File: src/rtl/tpm_cmd_parser_if.sv
// tpm_cmd_parser_if: connects the receive-buffer byte stream and the parsed-command outputs.
// Stream side: byte_in/byte_valid/byte_last/locality_in carry a frame in, and byte_ready accepts it.
// Command side: cmd_valid/cmd_start_n/tpm_cc/cmd_param/locality/auth_handle/parse_rc go out, and cmd_ack returns.
// Modport slave is the parser. Modport master is the host buffer together with the command consumer.
interface tpm_cmd_parser_if;
  logic [7:0]  byte_in;
  logic        byte_valid;
  logic        byte_last;
  logic        byte_ready;
  logic [7:0]  locality_in;
  logic        cmd_ack;
  logic        cmd_valid;
  logic        cmd_start_n;
  logic [31:0] tpm_cc;
  logic [33:0] cmd_param;
  logic [7:0]  locality;
  logic [31:0] auth_handle;
  logic [31:0] parse_rc;

  modport slave (
    input  byte_in, byte_valid, byte_last, locality_in, cmd_ack,
    output byte_ready, cmd_valid, cmd_start_n, tpm_cc, cmd_param, locality, auth_handle, parse_rc
  );

  modport master (
    output byte_in, byte_valid, byte_last, locality_in, cmd_ack,
    input  byte_ready, cmd_valid, cmd_start_n, tpm_cc, cmd_param, locality, auth_handle, parse_rc
  );
endinterface

File: src/rtl/tpm_cmd_parser.sv
// tpm_cmd_parser: parses a big-endian TPM command byte stream into the code, parameters and header response code.
// Latency: cmd_valid rises one cycle after the final byte (byte_last) is accepted; cmd_start_n pulses low on that cycle.
// Backpressure: byte_ready is low while a parsed command is held (EMIT) and stays low until cmd_ack.
// Ports: clock, reset_n (async, active-low), bus (tpm_cmd_parser_if.slave).
module tpm_cmd_parser #(
  parameter int MAX_CMD_SIZE = 4096,
  parameter int SIZE_W       = 13
) (
  input logic             clock,
  input logic             reset_n,
  tpm_cmd_parser_if.slave bus
);
  localparam logic [31:0] RC_SUCCESS      = 32'h0000_0000;
  localparam logic [31:0] RC_BAD_TAG      = 32'h0000_001E;
  localparam logic [31:0] RC_COMMAND_SIZE = 32'h0000_0142;
  localparam logic [31:0] CC_HIER_CTRL    = 32'h0000_0121;
  localparam logic [31:0] CC_SELF_TEST    = 32'h0000_0143;
  localparam logic [31:0] CC_STARTUP      = 32'h0000_0144;
  localparam logic [31:0] CC_SHUTDOWN     = 32'h0000_0145;

  typedef enum logic [3:0] {
    IDLE, TAG, SIZE, CC, HANDLE, AUTHSZ, AUTHSKIP, PARAM, DRAIN, EMIT
  } state_t;

  state_t            state, parseNext, stateAfter;
  logic [SIZE_W-1:0] cnt, cntNext, cmdSize;
  logic [31:0]       shiftReg, shiftNext, authLeft;
  logic [15:0]       tag;
  logic [1:0]        fieldCnt;
  logic [2:0]        paramCnt, paramsAfter, paramNeed;
  logic [31:0]       ccReg, ccEff, authHandle, rcReg, fieldRc, rcAfter;
  logic [33:0]       cmdParam;
  logic [7:0]        localityReg;
  logic              byteReady, cmdValid, cmdStartN;
  logic              accept, fieldDone, sizeKnown, atSize, complete;

  // Number of parameter bytes a command must carry before the frame may end.
  function automatic logic [2:0] needOf(input logic [31:0] cc);
    case (cc)
      CC_STARTUP, CC_SHUTDOWN: return 3'd2;
      CC_SELF_TEST:            return 3'd1;
      CC_HIER_CTRL:            return 3'd5;
      default:                 return 3'd0;
    endcase
  endfunction

  always_comb begin
    accept    = bus.byte_valid && byteReady;
    shiftNext = {shiftReg[23:0], bus.byte_in};
    cntNext   = (state == IDLE) ? {{(SIZE_W-1){1'b0}}, 1'b1} : cnt + 1'b1;
    fieldDone = (fieldCnt == 2'd3);
    parseNext = state;
    fieldRc   = RC_SUCCESS;
    sizeKnown = 1'b0;
    ccEff     = ccReg;
    case (state)
      IDLE: parseNext = TAG;
      TAG: begin
        if (shiftNext[15:0] == 16'h8001 || shiftNext[15:0] == 16'h8002) begin
          parseNext = SIZE;
        end else begin
          fieldRc   = RC_BAD_TAG;
          parseNext = DRAIN;
        end
      end
      SIZE: begin
        if (fieldDone) begin
          if (shiftNext < 32'd10 || shiftNext > 32'(MAX_CMD_SIZE)) begin
            fieldRc   = RC_COMMAND_SIZE;
            parseNext = DRAIN;
          end else begin
            parseNext = CC;
          end
        end
      end
      CC: begin
        sizeKnown = 1'b1;
        ccEff     = shiftNext;
        if (fieldDone) begin
          parseNext = (shiftNext == CC_HIER_CTRL) ? HANDLE :
                      (tag == 16'h8002)           ? AUTHSZ : PARAM;
        end
      end
      HANDLE: begin
        sizeKnown = 1'b1;
        if (fieldDone) parseNext = (tag == 16'h8002) ? AUTHSZ : PARAM;
      end
      AUTHSZ: begin
        sizeKnown = 1'b1;
        if (fieldDone) parseNext = (shiftNext == 32'd0) ? PARAM : AUTHSKIP;
      end
      AUTHSKIP: begin
        sizeKnown = 1'b1;
        if (authLeft == 32'd1) parseNext = PARAM;
      end
      PARAM:   sizeKnown = 1'b1;
      default: ;
    endcase

    // Parameter bytes seen once this byte lands; saturates so long frames cannot wrap.
    paramsAfter = (state != PARAM) ? 3'd0 : (paramCnt == 3'd7) ? 3'd7 : paramCnt + 3'd1;
    paramNeed   = needOf(ccEff);
    atSize      = sizeKnown && (cntNext == cmdSize);
    complete    = (parseNext == PARAM) && (paramsAfter >= paramNeed);

    // Outside DRAIN no error has been recorded yet, so the first one found here wins.
    rcAfter    = rcReg;
    stateAfter = parseNext;
    if (state != DRAIN) begin
      rcAfter = RC_SUCCESS;
      if (fieldRc != RC_SUCCESS) begin
        rcAfter = fieldRc;
      end else if (bus.byte_last ? !(atSize && complete) : atSize) begin
        rcAfter    = RC_COMMAND_SIZE;
        stateAfter = DRAIN;
      end
    end
    if (bus.byte_last) stateAfter = EMIT;
  end

  always_ff @(posedge clock or negedge reset_n) begin
    if (!reset_n) begin
      state       <= IDLE;
      cnt         <= '0;
      cmdSize     <= '0;
      shiftReg    <= '0;
      authLeft    <= '0;
      tag         <= '0;
      fieldCnt    <= '0;
      paramCnt    <= '0;
      ccReg       <= '0;
      authHandle  <= '0;
      rcReg       <= '0;
      cmdParam    <= '0;
      localityReg <= '0;
      byteReady   <= 1'b0;
      cmdValid    <= 1'b0;
      cmdStartN   <= 1'b1;
    end else begin
      cmdStartN <= 1'b1;
      if (state == EMIT) begin
        if (bus.cmd_ack) begin
          state     <= IDLE;
          cmdValid  <= 1'b0;
          byteReady <= 1'b1;
        end
      end else begin
        byteReady <= 1'b1;
        if (accept) begin
          cnt      <= cntNext;
          shiftReg <= shiftNext;
          state    <= stateAfter;
          rcReg    <= rcAfter;
          case (state)
            IDLE: begin
              ccReg       <= '0;
              cmdParam    <= '0;
              authHandle  <= '0;
              fieldCnt    <= '0;
              paramCnt    <= '0;
              localityReg <= bus.locality_in;
            end
            TAG: tag <= shiftNext[15:0];
            SIZE: begin
              fieldCnt <= fieldCnt + 2'd1;
              if (fieldDone) cmdSize <= shiftNext[SIZE_W-1:0];
            end
            CC: begin
              fieldCnt <= fieldCnt + 2'd1;
              if (fieldDone) ccReg <= shiftNext;
            end
            HANDLE: begin
              fieldCnt <= fieldCnt + 2'd1;
              if (fieldDone) authHandle <= shiftNext;
            end
            AUTHSZ: begin
              fieldCnt <= fieldCnt + 2'd1;
              if (fieldDone) authLeft <= shiftNext;
            end
            AUTHSKIP: authLeft <= authLeft - 32'd1;
            PARAM: begin
              paramCnt <= paramsAfter;
              case (ccReg)
                CC_STARTUP, CC_SHUTDOWN: begin
                  if (paramCnt == 3'd0)      cmdParam[15:8] <= bus.byte_in;
                  else if (paramCnt == 3'd1) cmdParam[7:0]  <= bus.byte_in;
                end
                CC_SELF_TEST: if (paramCnt == 3'd0) cmdParam[0] <= |bus.byte_in;
                CC_HIER_CTRL: begin
                  // 4-byte enable shifts in MSB first above the state bit.
                  if (paramCnt < 3'd4)       cmdParam[32:1] <= {cmdParam[24:1], bus.byte_in};
                  else if (paramCnt == 3'd4) cmdParam[0]    <= |bus.byte_in;
                end
                default: ;
              endcase
            end
            default: ;
          endcase
          if (bus.byte_last) begin
            cmdValid  <= 1'b1;
            cmdStartN <= 1'b0;
            byteReady <= 1'b0;
          end
        end
      end
    end
  end

  assign bus.byte_ready  = byteReady;
  assign bus.cmd_valid   = cmdValid;
  assign bus.cmd_start_n = cmdStartN;
  assign bus.tpm_cc      = ccReg;
  assign bus.cmd_param   = cmdParam;
  assign bus.locality    = localityReg;
  assign bus.auth_handle = authHandle;
  assign bus.parse_rc    = rcReg;
endmodule

File: src/flat_wrapper.sv
// flat-port wrapper written by rule: the top's interface ports become plain ports
module tpm_cmd_parser_flat 
#(
  parameter int MAX_CMD_SIZE = 4096,
  parameter int SIZE_W       = 13
)
  (clock, reset_n, bus_byte_in, bus_byte_valid, bus_byte_last, bus_locality_in, bus_cmd_ack, bus_byte_ready, bus_cmd_valid, bus_cmd_start_n, bus_tpm_cc, bus_cmd_param, bus_locality, bus_auth_handle, bus_parse_rc);
  tpm_cmd_parser_if bus_i ();
  input logic clock;
  input logic reset_n;
  input wire logic [$bits(bus_i.byte_in)-1:0] bus_byte_in;
  input wire logic [$bits(bus_i.byte_valid)-1:0] bus_byte_valid;
  input wire logic [$bits(bus_i.byte_last)-1:0] bus_byte_last;
  input wire logic [$bits(bus_i.locality_in)-1:0] bus_locality_in;
  input wire logic [$bits(bus_i.cmd_ack)-1:0] bus_cmd_ack;
  output wire logic [$bits(bus_i.byte_ready)-1:0] bus_byte_ready;
  output wire logic [$bits(bus_i.cmd_valid)-1:0] bus_cmd_valid;
  output wire logic [$bits(bus_i.cmd_start_n)-1:0] bus_cmd_start_n;
  output wire logic [$bits(bus_i.tpm_cc)-1:0] bus_tpm_cc;
  output wire logic [$bits(bus_i.cmd_param)-1:0] bus_cmd_param;
  output wire logic [$bits(bus_i.locality)-1:0] bus_locality;
  output wire logic [$bits(bus_i.auth_handle)-1:0] bus_auth_handle;
  output wire logic [$bits(bus_i.parse_rc)-1:0] bus_parse_rc;
  assign bus_i.byte_in = bus_byte_in;
  assign bus_i.byte_valid = bus_byte_valid;
  assign bus_i.byte_last = bus_byte_last;
  assign bus_i.locality_in = bus_locality_in;
  assign bus_i.cmd_ack = bus_cmd_ack;
  assign bus_byte_ready = bus_i.byte_ready;
  assign bus_cmd_valid = bus_i.cmd_valid;
  assign bus_cmd_start_n = bus_i.cmd_start_n;
  assign bus_tpm_cc = bus_i.tpm_cc;
  assign bus_cmd_param = bus_i.cmd_param;
  assign bus_locality = bus_i.locality;
  assign bus_auth_handle = bus_i.auth_handle;
  assign bus_parse_rc = bus_i.parse_rc;
  tpm_cmd_parser #(.MAX_CMD_SIZE(MAX_CMD_SIZE), .SIZE_W(SIZE_W)) u_core (.clock(clock), .reset_n(reset_n), .bus(bus_i));
endmodule
File: config.mk
export PLATFORM = sky130hd
export DESIGN_NAME = tpm_cmd_parser_flat
export DESIGN_NICKNAME = d
export VERILOG_FILES = /design/src/rtl/tpm_cmd_parser_if.sv /design/src/rtl/tpm_cmd_parser.sv /design/src/flat_wrapper.sv
export SDC_FILE = /design/constraint.sdc
export NUM_CORES = 1
export LEC_CHECK = 0
export CELL_PAD_IN_SITES_DETAIL_PLACEMENT = 1
export CELL_PAD_IN_SITES_GLOBAL_PLACEMENT = 1
export CORE_MARGIN = 2
export CORE_UTILIZATION = 30
export DETAILED_ROUTE_END_ITERATION = 12
export GPL_TIMING_DRIVEN = 0
export PLACE_DENSITY_LB_ADDON = 0.05
export SYNTH_ARGS = -nofsm -noshare
export SYNTH_HDL_FRONTEND = slang
export SYNTH_SLANG_ARGS = --single-unit
File: constraint.sdc
create_clock -name clock -period 6 [get_ports clock]
set_input_delay 0.6 -clock clock [delete_from_list [all_inputs] [get_ports clock]]
set_output_delay 0.6 -clock clock [all_outputs]
set_load 0.05 [all_outputs]
* After elaboration in Yosys (flattened, before gate mapping)
Index checks and enable logic that the tools add are counted.
** Word-level totals
- Register bits after elaboration :: 247
- Memories kept :: 0
- Latch bits :: 0
- Memory bits (writable) :: 0
- Memory bits (read-only) :: 0
- Bits of input ports :: 21
** Operators by class
- Shift-type cells :: 0
- Bitwise gates (word level) :: 1
- Magnitude comparators :: 4
- Reductions and logical operators :: 39
- Mux-type cells :: 57
- Equality and inequality tests :: 44
- Multiply operators :: 0
- Divide/modulo/power cells :: 0
- $add $sub $neg :: 4
** Operator list (count)
- $eq 32x9->1 const B :: 9
- $pmux 32 s2 :: 4
- $mux 32 :: 5
- $pmux 33 s2 :: 1
- $mux 4 :: 15
- $eq 16x16->1 const B :: 3
- $eq 32x1->1 const B :: 1
- $gt 32x13->1 const B :: 1
- $logic_not 32->1 :: 1
- $lt 32x4->1 const B :: 1
- $reduce_bool 32->1 :: 1
- $sub 32x1->32 const B :: 1
- $pmux 15 s2 :: 1
- $pmux 4 s7 :: 1
- $mux 8 :: 3
- $eq 4x3->1 const B :: 5
- $mux 9 :: 2
- $reduce_and 3->1 :: 6
- $mux 17 :: 1
- $reduce_and 4->1 :: 4
- $mux 1 :: 15
- $ne 3x2->1 const B :: 5
- $reduce_bool 2->1 :: 7
- $add 13x1->13 const B :: 1
- other kinds (39) :: 55

* Longest topological paths before layout
Gate-level depths: netlist (run 1).
- Depth after elaboration :: 16
- Depth in mapped cells :: 15

* Worst setup path after synthesis (run 1)
Ideal clock, no wire load.
- Path kind :: input to register
- Start :: input port bus_byte_in[7]
- End :: register u_core.state[0]
- Data arrival time :: 2906 ps
- Data required time :: 5876 ps
- Slack :: 2970 ps
- Cell stages on the path :: 15
- Library setup time :: 124 ps
- Cells stage by stage :: clkbuf_1 -> nor4b_1 -> nand3_1 -> nor4_1 -> a21oi_1 -> nand2b_1 -> a211oi_1 -> ha_1 -> nand2b_1 -> a21o_1 -> a21oi_1 -> nor4b_1 -> nand3_1 -> a21oi_1 -> o31a_1
** Between the ends
- Cells in the longest elaborated chain, start to end :: 16
- Elaborated cells between the ends (all ways) :: 40
** Ends and longest elaborated chain
- start: declaration :: RTL line flat_wrapper.sv:11 : input wire logic [$bits(bus_i.byte_in)-1:0] bus_byte_in;
- $lt 32x4->1 or $gt 32x13->1 (tied branches) :: RTL line tpm_cmd_parser.sv:68 : if (shiftNext < 32'd10 || shiftNext > 32'(MAX_CMD_SIZE)) begin
- $logic_or 1x1->1 :: RTL line tpm_cmd_parser.sv:68
- $mux 4 :: RTL line tpm_cmd_parser.sv:68
- $mux 4 :: RTL line tpm_cmd_parser.sv:67 : if (fieldDone) begin
- $pmux 4 s7 :: RTL line tpm_cmd_parser.sv:56 : case (state)
- $eq 4x3->1 :: RTL line tpm_cmd_parser.sv:104 : complete = (parseNext == PARAM) && (paramsAfter >= paramNeed);
- $logic_and 1x1->1 :: RTL line tpm_cmd_parser.sv:104
- $logic_and 1x1->1 :: RTL line tpm_cmd_parser.sv:113 : end else if (bus.byte_last ? !(atSize && complete) : atSize) begin
- $logic_not 1->1 :: RTL line tpm_cmd_parser.sv:113
- $mux 1 :: RTL line tpm_cmd_parser.sv:113
- $mux 4 :: RTL line tpm_cmd_parser.sv:113
- $mux 4 :: RTL line tpm_cmd_parser.sv:111 : if (fieldRc != RC_SUCCESS) begin
- $mux 4 * :: RTL line tpm_cmd_parser.sv:109 : if (state != DRAIN) begin
- $mux 4 * :: RTL line tpm_cmd_parser.sv:118 : if (bus.byte_last) stateAfter = EMIT;
- $mux 4 * :: RTL line tpm_cmd_parser.sv:149 : if (accept) begin
- $mux 4 * :: RTL line tpm_cmd_parser.sv:141 : if (state == EMIT) begin
- end signal: assignment :: RTL line tpm_cmd_parser.sv:152 : state <= stateAfter;
- end: declaration :: RTL line tpm_cmd_parser.sv:25 : state_t state, parseNext, stateAfter;
Every way passes the cells marked *; elsewhere a longest branch is shown, timed or not. The select of a mux whose other input is x is not followed.
A chain may end at the register's enable or synchronous reset.

* Final worst setup path (run 1)
- Start :: register u_core.state[2]
- End :: register u_core.rcReg[1], in the netlist u_core.bus.parse_rc[1]
** Between the ends
- Cells in the longest elaborated chain, start to end :: 12
- Elaborated cells between the ends (all ways) :: 42
** Ends and longest elaborated chain
- $eq 4x2->1 :: RTL line tpm_cmd_parser.sv:56
- $mux 32 :: RTL line tpm_cmd_parser.sv:56
- $eq 32x9->1 :: RTL line tpm_cmd_parser.sv:39 : case (cc)
- $reduce_or 2->1 :: RTL line tpm_cmd_parser.sv:39
- $pmux 3 s3 :: RTL line tpm_cmd_parser.sv:39
- $ge 3x3->1 :: RTL line tpm_cmd_parser.sv:104
- $logic_and 1x1->1 :: RTL line tpm_cmd_parser.sv:104
- $logic_and 1x1->1 :: RTL line tpm_cmd_parser.sv:113
- $logic_not 1->1 :: RTL line tpm_cmd_parser.sv:113
- $mux 1 :: RTL line tpm_cmd_parser.sv:113
- $mux 9 :: RTL line tpm_cmd_parser.sv:113
- $mux 32 :: RTL line tpm_cmd_parser.sv:111
- end signal: assignment :: RTL line tpm_cmd_parser.sv:153 : rcReg <= rcAfter;
- end: declaration :: RTL line tpm_cmd_parser.sv:31 : logic [31:0] ccReg, ccEff, authHandle, rcReg, fieldRc, rcAfter;
Several ways; a longest one is shown, not always the timed one.

==> results.md, run 1 <==
* Final-layout fill cell count at 4186
* Cell area power density at 355 nW/um2
* Reg clk slew, reported paths at 0.06 ns
* Util after Layout at 38.7%
* Total GRT Usage at 22.0%
* Clk root buf: clkbuf_16
* Synth Register Bits at 218
* Clock Skew at roughly 0.022 ns
* CTS sink count at 218
* Worst-path fanout max at 10
* Die height at 196 um
* Fin Hold WS at around 0.48 ns
* Mapped cell area at 11100 um2
* Achievable Freq at about 260 MHz
* Final worst-path cycle share at 64.8%
* Setup WS pre-CTS at approximately 1.6 ns
* VDD IR-drop max at a little over 200 uV
* Layout cell share with drive strength beyond 1 at 10.5%
* Top_reg_cell synth: dfrtp_1
* Post-Synth Simple-Gate Area at 19.5%
* Largest family of logic cells by synthesized area: simple AND/OR/NAND/NOR gates
* Antenna diodes at 0
* Buffers on Ports at 133
* Seq/Total Area, Yosys at 49.1%
* Leakage at 5.95 nW
* Initial DRC Count at 550
* DR WL met2 at 19.4 mm
* Final Max Slew Viols at 0
* DR pass1 iterations at 4
* Startpoint types: register
* Synth Instances at between 1k and 1.5k
* Drt via density at 5.25
* Setup_tns at 0 ns
* CTS tree: yes
* Number of global-route vias before repair at 10.2k
* Initial antenna violation count at 0
* Least-Margin Pin Slew at 1.21 ns
* Mux contribution to synthesized area at just over 6%
* Syn Area/Cell at 9.22 um2
* RePlAce Congestion at 0.818
* Nets at 1426
* Ranking of synthesized cells by area: dfrtp_1 (49%), nand2_1 (7.7%), o21ai_0 (5.9%), mux2_2 (4.8%), a22o_1 (3.2%)
* Top routing layer in use: met4
* First-pass GRT wire length at ~65 mm
* Final worst slack at 2.11 ns
* Die area at 38600 um2
* CP required at 6.41 ns
* Pin count of the biggest net entering global routing at 102
* RSZ-0062 raised after global routing: false
* Final hold vios at 0
* CP endpoint kind: register
* Synth Area in Compound Gates at around 17%
* Clock latency on the worst-skew pair at 0.56 ns
* Yosys warning total at 0
* Critical Path AT at 4.30 ns
* H-tree Lvls at 1
* Ports at 162
* Post CTS Setup Buffer Count at 0
* Cell variety after synth at between 60 and 70
* XOR/XNOR Fraction of Synth Area at 1.25%
* Core area at 36500 um2
* Met3 wire length at approximately 1.5 mm
* Status: complete, no violations
* Number of buffers on the longest clock path at 3
* Min Tclk post-route at 3.89 ns
* Critical path class: register to register
* EDFF count, synth at 0
* TritonCTS buffer count at 27
* DRC errors left at 0
* Die outline width at 196 um
* Share of the synthesized area in the top cell type at about 49%
* Final Setup Violations at 0
* Fraction of the mapped netlist area in adder cells at under 10%
* Maxcap violations at 0
* Via Count at 9886
* Initial Util at 30.4%
* Total congestion overflow at 0
* Register area at 5460 um2
* Wl on met1 at 20.4 mm
* Slew margin rel. at 19.3%
* Detailed placement HPWL at around 30 mm
* Antenna viol nets, final at 0
* Async S/R FF share, synth at 100%
* Yosys top cell by area: dfrtp_1
* Total wire length at approximately 42 mm
* Row Count at 70
* Area Growth Syn to Fin at 27.1%
* Multi-input gate area at 5120 um2
* Drt wl/cell at roughly 22 um
* Hold crit path type: register to register
cells by family after synthesis:
kind of cell    count (synthesis)
flops                         218
mux                            63
fa+ha+maj                      10
xor+xnor                       15
buf+inv                       132
other cells                     1
compound gates                304
simple gates                  461
cells in the final DEF, fill, tap and decap left out, types with 12 or more instances in the layout:
cell type / Yosys / layout
nor2_1: 67 / 67
nor3_1: 23 / 23
nand3_1: 34 / 34
a22o_1: 41 / 41
buf_2: 12 / 12
dfrtp_1: 217 / 217
mux2_2: 47 / 47
clkbuf_1: 69 / 77
o21ai_0: 132 / 132
nor2b_1: 12 / 12
clkdlybuf4s50_1: 0 / 132
nand2_1: 228 / 228
inv_1: 14 / 14
nor4_1: 27 / 27
mux2i_1: 16 / 16
conb_1: 1 / 27
buf_4: 31 / 31
clkbuf_16: 0 / 27
a21oi_1: 50 / 50
nand2b_1: 12 / 12
per-layer routing:
metal | GRT usage, % | vias to the layer above
met1 | 32.1 | 5048
li1 | - | 4598
met5 | 0 | -
met3 | 2.64 | 48
met2 | 35.2 | 192
met4 | 4.49 | 0
power by group:
part	internal (W)	switching [W]	total [W]
clock network	0.00103	0.000676	0.00171
logic	0.000452	0.000954	0.00141
registers	0.00167	0.000229	0.00189
total	0.00315	0.00186	0.00501
final timing paths:
kind	startpoint	to	slack, ns	cells past startpoint
worst max-delay path	u_core.state[2]$_DFFE_PN0P_	u_core.bus.parse_rc[1]$_DFFE_PN0P_	2.11	13
worst min-delay path	u_core.bus.cmd_param[30]$_DFFE_PN0P_	u_core.bus.cmd_param[30]$_DFFE_PN0P_	0.48	2
worst max register to register	u_core.state[2]$_DFFE_PN0P_	u_core.bus.parse_rc[1]$_DFFE_PN0P_	2.11	13
worst min register to register	u_core.bus.cmd_param[30]$_DFFE_PN0P_	u_core.bus.cmd_param[30]$_DFFE_PN0P_	0.48	2
max in group asynchronous	reset_n	u_core.bus.locality[4]$_DFFE_PN0P_	4.57	3
min in group asynchronous	reset_n	u_core.bus.cmd_param[27]$_DFFE_PN0P_	0.55	2
state kept, by name (all words and copies together) (netlist names), 3 cells and up:
signal,flops
u_core.state,4
u_core.bus.cmd_param,33
u_core.bus.parse_rc,3
u_core.authLeft,32
u_core.shiftReg,24
u_core.bus.auth_handle,32
u_core.tag,16
u_core.paramCnt,3
u_core.bus.tpm_cc,32
u_core.cnt,13
u_core.cmdSize,13
u_core.bus.locality,8
Yosys cell counts (4+ instances only):
master	n
nand4_1	5
ha_1	10
nand2_1	228
buf_2	12
buf_1	6
or3_1	5
nor3_1	23
o22ai_1	6
nor4_1	27
mux2_2	47
o21ai_0	132
nor4b_1	4
nand4b_1	5
o31ai_1	6
a21o_1	7
nand3_1	34
xnor2_1	10
mux2i_1	16
a31oi_1	6
nor3b_1	7
dfrtp_1	217
and3_1	6
nand2b_1	12
buf_4	31
nor2_1	67
or2_2	7
o41ai_1	9
o31a_1	4
inv_1	14
a22oi_1	11
xor2_1	4
clkbuf_1	69
a21oi_1	50
a211oi_1	4
nor2b_1	12
a22o_1	41
cell type report:
class / count / share of cell area [%]
flip-flops and latches: 218 / 38.7
well taps: 468 / 4.15
repair buffers: 136 / 9.93
multi-input cells: 880 / 36.3
plain buffers: 118 / 4.07
clock inverters: 8 / 0.940
inverters: 14 / 0.372
clock buffers: 41 / 5.58
critical path, stage by stage (launching register included):
cell and delay, ns:
dfrtp_1 0.36, buf_2 0.18, buf_1 0.28, nor3_1 0.70, clkbuf_1 0.52, nand4b_1 0.17
a21o_1 0.24, ha_1 0.27, a21o_1 0.10, a21oi_1 0.06, nor4b_1 0.29, nand3_1 0.19
mux2i_1 0.26, a31oi_1 0.11
per-stage QoR:
stage | power [W] | instance area [um2] | cells
CTS | 0.00508 | 14100 | 1883
floorplan | 0.00273 | 11200 | 1230
finish | 0.00501 | 14100 | 1883
global route | 0.00526 | 14100 | 1883
global placement | 0.00331 | 13100 | 1831
detailed placement | 0.00334 | 13200 | 1833
what timing repair did:
| item | 4_1_cts | 5_1_grt |
|---|---|---|
| endpoints found under the hold margin | 41 | 0 |
| gates resized for setup | 0 | 0 |
| hold buffers | 1 | 0 |
(Power assumes the default switching activity.)
==> inputs of run 2 (changes only) <==
Clock period 6 ns to 3.4 ns, I/O delays scaled along.
==> run 2 against run 1 <==
Count of clock-buffer cells in the layout unchanged. Sequential share of layout area decreased by 0.76 points. Design area increased by 2.3%. Hold slack got worse by 0.19 ns. Via count increased by 0.55%. Cell count increased by 0.53%. Highest routed layer unchanged. Largest cell class unchanged. Global-route usage about the same. Wire length increased by 0.72%. Combinational power increased by 72%.
==> results.md, run 2 (same netlist as run 1, synthesis figures left out) <==
* Maxcap violations at 0 (unchanged)
* Leakage at 6.10 nW (was 5.95 nW)
* Total congestion overflow at 0 (unchanged)
* DR WL met2 at 19.7 mm (was 19.4 mm)
* Clock Skew at 0.0256 ns (was 0.0224 ns)
* Clock latency on the worst-skew pair at 0.56 ns (about the same)
* Die outline width at 196 um (unchanged)
* Max reg flops at 33 (unchanged)
* Min Tclk post-route at 3.27 ns (was 3.89 ns)
* Post-DP Area at 13200 um2 (unchanged)
* Drt wl/cell at 22.5 um (was 22.4 um)
* RePlAce Congestion at 0.818 (unchanged)
* Initial Util at 30.4% (unchanged)
* Setup_tns at 0 ns (unchanged)
* Final worst slack at 0.126 ns (was 2.11 ns)
* Initial antenna violation count at 0 (unchanged)
* Drt via density at 5.25 (about the same)
* Final hold vios at 0 (unchanged)
* Critical Path AT at 3.68 ns (was 4.30 ns)
* Cell area power density at 622 nW/um2 (was 355 nW/um2)
* Worst-path fanout max at 10 (unchanged)
* Top routing layer in use: met4 (unchanged)
* Antenna viol nets, final at 0 (unchanged)
* Slew margin rel. at 22.3% (was 19.3%)
* R2r startpoint: u_core.state[1]$_DFFE_PN0P_ (was u_core.state[2]$_DFFE_PN0P_)
* H-tree Lvls at 1 (unchanged)
* CTS sink count at 218 (unchanged)
* Reg clk slew, reported paths at 0.06 ns (about the same)
* R2R setup slack at 0.13 ns (was 2.11 ns)
* RSZ-0062 raised after global routing: true (was false)
* VDD IR-drop max at 356 uV (was 205 uV)
* Antenna diodes at 0 (unchanged)
* Status: complete, no violations (unchanged)
* Initial DRC Count at 514 (was 550)
* Final Max Slew Viols at 0 (unchanged)
* TritonCTS buffer count at 27 (unchanged)
* Post-route cell area at 14400 um2 (was 14100 um2)
* Area Growth Syn to Fin at 30.1% (was 27.1%)
* Total GRT Usage at 22.0% (about the same)
* Achievable Freq at 305 MHz (was 257 MHz)
* Reg2Reg Capture Point: u_core.bus.parse_rc[1]$_DFFE_PN0P_ (unchanged)
* Wl on met1 at 20.4 mm (about the same)
* Final Power at 0.00898 W (was 0.00501 W)
* Critical path class: register to register (unchanged)
* First-pass GRT wire length at 65.1 mm (about the same)
* CTS tree: yes (unchanged)
* Clk root buf: clkbuf_16 (unchanged)
* Ports at 162 (unchanged)
* DRC errors left at 0 (unchanged)
* Total wire length at 42.5 mm (was 42.2 mm)
* Layout cell share with drive strength beyond 1 at 14.5% (was 10.5%)
* Row Count at 70 (unchanged)
* Die height at 196 um (unchanged)
* Via Count at 9940 (was 9886)
* Hold crit path type: input pin to asynchronous set/reset pin (was register to register)
* Startpoint types: register (unchanged)
* Buffers on Ports at 133 (unchanged)
* Pin count of the biggest net entering global routing at 102 (unchanged)
* CP required at 3.81 ns (was 6.41 ns)
* DR pass1 iterations at 4 (unchanged)
* Final Setup Violations at 0 (unchanged)
* Detailed placement HPWL at 30.4 mm (unchanged)
* Die area at 38600 um2 (unchanged)
* Least-Margin Pin Slew at 1.16 ns (was 1.21 ns)
* Number of buffers on the longest clock path at 3 (unchanged)
* Nets at 1436 (was 1426)
* Commonest non-fill, non-tap cell in the layout: nand2_1 (unchanged)
* CP endpoint kind: register (unchanged)
* Core area at 36500 um2 (unchanged)
* Worst reg-to-reg path cell count at 10 (was 13)
* Met3 wire length at 1.53 mm (was 1.50 mm)
* Setup WS pre-CTS at -0.733 ns (was 1.61 ns)
* Final worst-path cycle share at 96.3% (was 64.8%)
* Number of global-route vias before repair at 10.2k (about the same)
* Commonest non-fill, non-tap cells in the layout: nand2_1 (227), dfrtp_1 (204), o21ai_0 (132), clkdlybuf4s50_1 (132), clkbuf_1 (67) (was nand2_1 (228), dfrtp_1 (217), o21ai_0 (132), clkdlybuf4s50_1 (132), clkbuf_1 (77))
## run 2: changes by cell type in the layout (fill, tap and decap cells not counted), moves of 8 or more
cell,before,now
dfrtp_2,0,13
clkbuf_1,77,67
dfrtp_1,217,204
nor4_1,27,19
buf_4,31,48
## run 2: layer usage
metal | global-route usage [%] | vias up
li1 | - | 4627
met1 | 32.1 | 5080
met2 | 35.3 | 189
met3 | 2.60 | 44
met4 | 4.49 | 0
met5 | 0 | -
## run 2: stage by stage
| step | utilization, % | hold WS [ns] | cells |
|---|---|---|---|
| 5_1_grt | 39.5 | 0.320 | 1893 |
| 2_1_floorplan | - | 0.0444 | 1230 |
| 3_3_place_gp | 35.9 | 0.461 | 1831 |
| 4_1_cts | 38.8 | 0.280 | 1879 |
| 3_5_place_dp | 36.1 | 0.267 | 1833 |
| 6_report | 39.5 | 0.292 | 1893 |
## run 2: cell type report
type / instances / area, um2
fillers: 4169 / 22100
plain buffers: 112 / 568
clock buffers: 41 / 788
flip-flops and latches: 218 / 5470
repair buffers: 152 / 1520
clock inverters: 8 / 133
inverters: 14 / 52.6
multi-input cells: 880 / 5320
well taps: 468 / 586
## run 2: worst max path at each step
stage                                         start  slack [ns]                                  to  cells past startpoint
floorplan               u_core.state[2]$_DFFE_PN0P_        0.39         u_core.state[1]$_DFFE_PN0P_                     13
global placement                            reset_n       -8.23  u_core.bus.locality[1]$_DFFE_PN0P_                      1
detailed placement                   bus_byte_in[7]       -0.73         u_core.state[0]$_DFFE_PN0P_                     16
CTS                 u_core.shiftReg[15]$_DFFE_PN0P_       -0.02         u_core.state[0]$_DFFE_PN0P_                     14
global route         u_core.shiftReg[1]$_DFFE_PN0P_       -0.04         u_core.state[0]$_DFFE_PN0P_                     14
finish                  u_core.state[1]$_DFFE_PN0P_        0.13  u_core.bus.parse_rc[1]$_DFFE_PN0P_                     10
## run 2: what timing repair did
item                                    4_1_cts  5_1_grt
hold buffers                                  1        0
setup buffers                                 0       16
endpoints found under the setup margin       36       13
hold endpoints to repair                     41        0
gates resized for setup                      18       44
pin swaps                                     0       11
## run 2: worst max-delay path, cell delays in order, from the launching register on
cell	delay, ns
dfrtp_1	0.32
buf_2	0.21
buf_1	0.39
nor4bb_2	0.69
nand4_1	0.20
nor4_2	0.49
nor3_1	0.18
nand2_1	0.14
nand3_1	0.15
mux2i_1	0.26
a31oi_1	0.11
## run 2: power breakdown
group	internal, W	switching (W)
logic	0.000858	0.00157
clock network	0.00183	0.00119
registers	0.00295	0.000578
